`config.mk`:
```
export PLATFORM = sky130hd
export DESIGN_NAME = serial_frame_ctrl
export DESIGN_NICKNAME = d
export VERILOG_FILES = /design/src/rtl/serial_frame_ctrl.sv
export SDC_FILE = /design/constraint.sdc
export NUM_CORES = 1
export LEC_CHECK = 0
export ABC_AREA = 1
export BUFFER_PORTS_ARGS = -buffer_cell sky130_fd_sc_hd__buf_2
export CAP_MARGIN = 30
export CORE_ASPECT_RATIO = 2
export CORE_UTILIZATION = 52
export DETAILED_ROUTE_END_ITERATION = 7
export PLACE_DENSITY = 0.86
export SLEW_MARGIN = 20
export SYNTH_ARGS = -nofsm -noshare
export SYNTH_HDL_FRONTEND = slang
export SYNTH_SLANG_ARGS = --single-unit
```
`constraint.sdc`:
```
create_clock -name CLKB -period 3.1 [get_ports CLKB]
set_input_delay 0 -clock CLKB [delete_from_list [all_inputs] [get_ports CLKB]]
set_output_delay 0 -clock CLKB [all_outputs]
set_load 0.005 [all_outputs]
```
`src/rtl/serial_frame_ctrl.sv`:
```
`default_nettype none
// serial_frame_ctrl: frames one word per request with cs_n setup/hold, drives the shift
// engine's trig/tick/sck and returns the captured word with a watchdog error flag.
module serial_frame_ctrl #(
  parameter int WIDTH    = 32,
  parameter int DIV      = 4,
  parameter int CS_SETUP = 2,
  parameter int CS_HOLD  = 1
) (
  input  logic             CLKB,
  input  logic             RST,
  input  logic             req_valid,
  output logic             req_ready,
  input  logic [WIDTH-1:0] req_data,
  output logic             rsp_valid,
  input  logic             rsp_ready,
  output logic [WIDTH-1:0] rsp_data,
  output logic             rsp_err,
  output logic             eng_trig,
  output logic [WIDTH-1:0] eng_data_in,
  input  logic             eng_ready,
  input  logic [WIDTH-1:0] eng_data_out,
  output logic             tick,
  output logic             sck,
  output logic             cs_n
);
  localparam int DW   = $clog2(DIV);
  localparam int BW   = $clog2(WIDTH + 1);
  localparam int PMAX = (CS_SETUP > CS_HOLD) ? CS_SETUP : CS_HOLD;
  localparam int PW   = $clog2(PMAX + 1);

  typedef enum logic [2:0] {
    S_IDLE  = 3'd0,
    S_SETUP = 3'd1,
    S_LOAD  = 3'd2,
    S_SHIFT = 3'd3,
    S_HOLD  = 3'd4,
    S_DONE  = 3'd5
  } state_t;

  state_t           state_q, state_d;
  logic [PW-1:0]    ph_cnt_q, ph_cnt_d;
  logic [DW-1:0]    div_cnt_q, div_cnt_d;
  logic [BW-1:0]    bit_cnt_q, bit_cnt_d;
  logic             wd_q, wd_d;
  logic [WIDTH-1:0] eng_data_in_q, eng_data_in_d;
  logic [WIDTH-1:0] rsp_data_q, rsp_data_d;
  logic             rsp_err_q, rsp_err_d;

  always_ff @(posedge CLKB or negedge RST) begin
    if (!RST) begin
      state_q       <= S_IDLE;
      ph_cnt_q      <= '0;
      div_cnt_q     <= '0;
      bit_cnt_q     <= '0;
      wd_q          <= 1'b0;
      eng_data_in_q <= '0;
      rsp_data_q    <= '0;
      rsp_err_q     <= 1'b0;
    end else begin
      state_q       <= state_d;
      ph_cnt_q      <= ph_cnt_d;
      div_cnt_q     <= div_cnt_d;
      bit_cnt_q     <= bit_cnt_d;
      wd_q          <= wd_d;
      eng_data_in_q <= eng_data_in_d;
      rsp_data_q    <= rsp_data_d;
      rsp_err_q     <= rsp_err_d;
    end
  end

  always_comb begin
    state_d       = state_q;
    ph_cnt_d      = ph_cnt_q;
    div_cnt_d     = div_cnt_q;
    bit_cnt_d     = bit_cnt_q;
    wd_d          = wd_q;
    eng_data_in_d = eng_data_in_q;
    rsp_data_d    = rsp_data_q;
    rsp_err_d     = rsp_err_q;
    req_ready     = 1'b0;
    rsp_valid     = 1'b0;
    eng_trig      = 1'b0;
    tick          = 1'b0;
    sck           = 1'b0;
    cs_n          = 1'b1;
    case (state_q)
      S_IDLE: begin
        req_ready = 1'b1;
        if (req_valid) begin
          eng_data_in_d = req_data;
          ph_cnt_d      = '0;
          state_d       = S_SETUP;
        end
      end
      S_SETUP: begin
        cs_n = 1'b0;
        if (ph_cnt_q == PW'(CS_SETUP - 1)) begin
          ph_cnt_d = '0;
          state_d  = S_LOAD;
        end else begin
          ph_cnt_d = ph_cnt_q + 1'b1;
        end
      end
      S_LOAD: begin
        cs_n      = 1'b0;
        eng_trig  = 1'b1;
        div_cnt_d = '0;
        bit_cnt_d = '0;
        wd_d      = 1'b0;
        state_d   = S_SHIFT;
      end
      S_SHIFT: begin
        cs_n = 1'b0;
        if (bit_cnt_q != BW'(WIDTH)) begin
          tick = (div_cnt_q == DW'(DIV - 1));
          sck  = (div_cnt_q >= DW'(DIV / 2));
          if (tick) begin
            div_cnt_d = '0;
            bit_cnt_d = bit_cnt_q + 1'b1;
          end else begin
            div_cnt_d = div_cnt_q + 1'b1;
          end
        end else if (eng_ready || wd_q) begin
          // wd_q marks the second post-shift clock: a still-busy engine is flagged, not waited on
          rsp_data_d = eng_data_out;
          rsp_err_d  = !eng_ready;
          ph_cnt_d   = '0;
          state_d    = S_HOLD;
        end else begin
          wd_d = 1'b1;
        end
      end
      S_HOLD: begin
        cs_n = 1'b0;
        if (ph_cnt_q == PW'(CS_HOLD - 1)) begin
          ph_cnt_d = '0;
          state_d  = S_DONE;
        end else begin
          ph_cnt_d = ph_cnt_q + 1'b1;
        end
      end
      S_DONE: begin
        rsp_valid = 1'b1;
        if (rsp_ready) begin
          rsp_err_d = 1'b0;
          state_d   = S_IDLE;
        end
      end
      default: state_d = S_IDLE;
    endcase
  end

  assign eng_data_in = eng_data_in_q;
  assign rsp_data    = rsp_data_q;
  assign rsp_err     = rsp_err_q;

endmodule
`default_nettype wire

```
==> summary.json <==
{
  "post-cts-setup-buffer-count": {"value": 0},
  "fillers": {"value": 395},
  "synthAdderAreaFrac": {"value": 0.02801},
  "boundaryPins": {"value": 140},
  "post_synth_instance_area": {"value": 3573, "unit": "µm²"},
  "relSlewSlack": {"value": 0.5560},
  "first_pass_grt_wire_length": {"value": 18.21, "unit": "mm"},
  "grt.overflow.total": {"value": 0},
  "path_max_fanout": {"value": 34},
  "cts_htree_levels": {"value": 3},
  "hp-class": {"value": "input port to flop"},
  "path_delay_family": {"value": "simple AND/OR/NAND/NOR gates"},
  "power.leakage": {"value": 3.156, "unit": "nW"},
  "setup.worst_path.start_class": {"value": "flop"},
  "die_width": {"value": 60.62, "unit": "µm"},
  "firstDrtPassIters": {"value": 5},
  "maximum_number_of_pins_on_one_net_before_global_route_repair": {"value": 80},
  "report.final.hold_viol_count": {"value": 0},
  "dp_cells": {"value": 633},
  "drc_errors": {"value": 0},
  "clk_latency": {"value": 340, "unit": "ps"},
  "synth_cell_type_count": {"value": 27},
  "std_cell_rows": {"value": 42},
  "per_cell_via_count_in_the_routed_design": {"value": 5.319},
  "fin_skew": {"value": 6.687, "unit": "ps"},
  "replace_congestion": {"value": 0.8760},
  "yosys-mux-area-fraction": {"value": 0},
  "finalNetCount": {"value": 700},
  "drive_gt1_frac": {"value": 0.2659},
  "synth_simple_gate_area_share": {"value": 0.3323},
  "initialDrtViolationCount": {"value": 412},
  "cts_tree": {"value": "done"},
  "power-per-cell-area": {"value": 432.8, "unit": "nW/µm²"},
  "timing.final.crit_share": {"value": 0.7040},
  "initial_core_util": {"value": 0.5397},
  "cts_buffers": {"value": 9},
  "worst-endpoint-arrival": {"value": 2450, "unit": "ps"},
  "drt-total-wl": {"value": 11.80, "unit": "mm"},
  "syn2layout_area_growth": {"value": 47.13, "unit": "%"},
  "synthArstFlopShare": {"value": 1.000},
  "layout.cells.most_common": {"value": "sky130_fd_sc_hd__nand2_1"},
  "dominantRegCellSynth": {"value": "sky130_fd_sc_hd__dfrtp_1"},
  "grt_usage": {"value": 0.3485},
  "finalWorstPathRequiredPeriod": {"value": 2182, "unit": "ps"},
  "vias": {"value": 3819},
  "ant_nets": {"value": 0},
  "synth_compound_area_frac": {"value": 0.02031},
  "tightest_slew": {"value": 666.0, "unit": "ps"},
  "layoutNonFillerInstCount": {"value": 718},
  "totalNegativeSetupSlack": {"value": 0, "unit": "ps"},
  "combinational_family_with_the_most_area_after_synthesis": {"value": "simple AND/OR/NAND/NOR gates"},
  "clk_path_buf_depth": {"value": 2},
  "ir_worst_vdd": {"value": 0.4056, "unit": "mV"},
  "grt_pass1_vias": {"value": 3770},
  "critical_path.slowest_cell": {"value": "sky130_fd_sc_hd__clkinv_2"},
  "synth_sequential_area_ratio": {"value": 0.5532},
  "cp_cell_sequence": {"value": "inv_1 > ha_1 > nand3_1 > nor2_1 > nand3_4 > clkinv_2 > nand2_1 > nand2_1"},
  "critPathBufInv": {"value": 2},
  "ys_ff_latch": {"value": 79},
  "critical_path.most_common_cell": {"value": "sky130_fd_sc_hd__nand2_1"},
  "clockRootBuffer": {"value": "sky130_fd_sc_hd__clkbuf_16"},
  "post_synth_xor_area_fraction": {"value": 0.002451},
  "maxCapViolCount": {"value": 0},
  "core": {"value": 6621, "unit": "µm²"},
  "unrepaired_setup_endpoints_after_global_routing": {"value": "no"},
  "grt_antenna_before_repair": {"value": 1},
  "count_of_final_setup_violators": {"value": 0},
  "syn_avg_cell_area": {"value": 8.448, "unit": "µm²"},
  "critical_path_class": {"value": "flop to flop"},
  "cpPeakStageDelay": {"value": 460, "unit": "ps"},
  "postSynthNetCount": {"value": 500},
  "layout_common_cells": {"value": "sky130_fd_sc_hd__nand2_1, sky130_fd_sc_hd__buf_2, sky130_fd_sc_hd__dfrtp_1"},
  "worst-endpoint-required": {"value": 3370, "unit": "ps"},
  "placement.io_buffers": {"value": 139},
  "finalPower": {"value": 2.276, "unit": "mW"},
  "synth_enable_flop_cells": {"value": 0},
  "clock.fmax": {"value": 458.2, "unit": "MHz"},
  "clk_pin_slew": {"value": 60, "unit": "ps"},
  "post_dr_wirelength_cell": {"value": 16.43, "unit": "µm"},
  "run_status": {"value": "finished, final reports clean"},
  "die_y": {"value": 119.2, "unit": "µm"},
  "netlist_instances": {"value": 423},
  "cts_sinks": {"value": 79},
  "hpwl": {"value": 6.239, "unit": "mm"},
  "design.die.area": {"value": 7227, "unit": "µm²"},
  "cp-end-kind": {"value": "flop"},
  "yosysWarnings": {"value": 0},
  "final-max-slew-violation-count": {"value": 0}
}
where the power goes:
group	switching, mW	leakage (nW)	internal [mW]
clock	0.402	0.149	0.690
sequential	0	1.07	1.03
combinational	0.0630	1.93	0.0893
total	0.465	3.16	1.81
worst register-to-register path: stages, from the launching register on:
cell and delay (ps):
sky130_fd_sc_hd__dfrtp_1 430, sky130_fd_sc_hd__inv_1 120, sky130_fd_sc_hd__ha_1 170, sky130_fd_sc_hd__nand3_1 80
sky130_fd_sc_hd__nor2_1 230, sky130_fd_sc_hd__nand3_4 380, sky130_fd_sc_hd__clkinv_2 470, sky130_fd_sc_hd__nand2_1 130
sky130_fd_sc_hd__nand2_1 110
kinds of logic after synthesis:
| family | Yosys count |
|---|---|
| buffers and inverters | 42 |
| DFF | 79 |
| xor gates and xnor gates | 1 |
| adders and majority gates | 8 |
| and+or+nand+nor | 280 |
| AOI/OAI and AO/OA | 13 |
state kept, by name, indices dropped and copies added, names as in the netlist:
register,flops
state_q,3
wd_q,1
rsp_data,32
rsp_err,1
ph_cnt_q,2
eng_data_in,32
div_cnt_q,2
bit_cnt_q,6
metrics by stage:
step | cell area [µm²] | util | hold WS [ps] | setup slack [ps]
2_1_floorplan | 3573 | - | -295.6 | 1672
3_3_place_gp | 4253 | 0.6423 | 196.2 | 1142
3_5_place_dp | 4253 | 0.6423 | 200.0 | 1037
4_1_cts | 5225 | 0.7891 | 67.53 | 972.8
5_1_grt | 5255 | 0.7937 | 143.1 | 742.4
6_report | 5258 | 0.7940 | 75.34 | 917.6
final cells by class:
cell class              instances  area, µm²  share of cell area
diodes                          2      5.005           0.0009519
clock buffers                  14      274.0             0.05212
clock inverters                 2      37.54            0.007139
inverters                      24      91.34             0.01737
multi-input cells             302       1369              0.2604
flip-flops and latches         79       1977              0.3760
well taps                      88      110.1             0.02094
repair buffers                207       1394              0.2651
metal layers:
layer  part of all wire  vias up  track usage
met2               0.53      247       0.5735
met1               0.34     1782       0.3779
met5                  0        -            0
met3              0.070       71       0.1031
met4              0.064        0       0.2060
li1                   -     1719            -
synthesized netlist by cell type, drive strengths merged, types with 2 or more instances:
cell	instances	area, µm²
clkbuf	5	20.01
o21ai	9	45.04
inv	23	86.34
or2	2	12.52
nand2	209	807.0
nor2	19	100.1
buf	13	116.4
dfrtp	79	1977
nand3	47	247.7
nand4	2	12.51
o21bai	2	15.01
ha	8	100.1
timing repair:
action,CTS,global route
gates resized for setup,0,0
setup endpoints to repair,0,0
endpoints found under the hold margin,144,0
hold buffers,66,0
path summary, 6_finish.rpt:
check                                               to  cells past startpoint                   startpoint  slack [ps]
hold / removal                     rsp_err$_DFFE_PN0P_                      6                    rsp_ready          80
setup / recovery              rsp_data[13]$_DFFE_PN0P_                      8     bit_cnt_q[0]$_DFFE_PN0P_         920
min in group asynchronous             wd_q$_DFFE_PN0P_                      2                          RST         130
max in group asynchronous   eng_data_in[7]$_DFFE_PN0P_                      3                          RST        2400
setup reg to reg              rsp_data[13]$_DFFE_PN0P_                      8     bit_cnt_q[0]$_DFFE_PN0P_         920
hold reg to reg            eng_data_in[10]$_DFFE_PN0P_                      2  eng_data_in[10]$_DFFE_PN0P_         460
No activity file was read; power rests on OpenSTA's default activity.
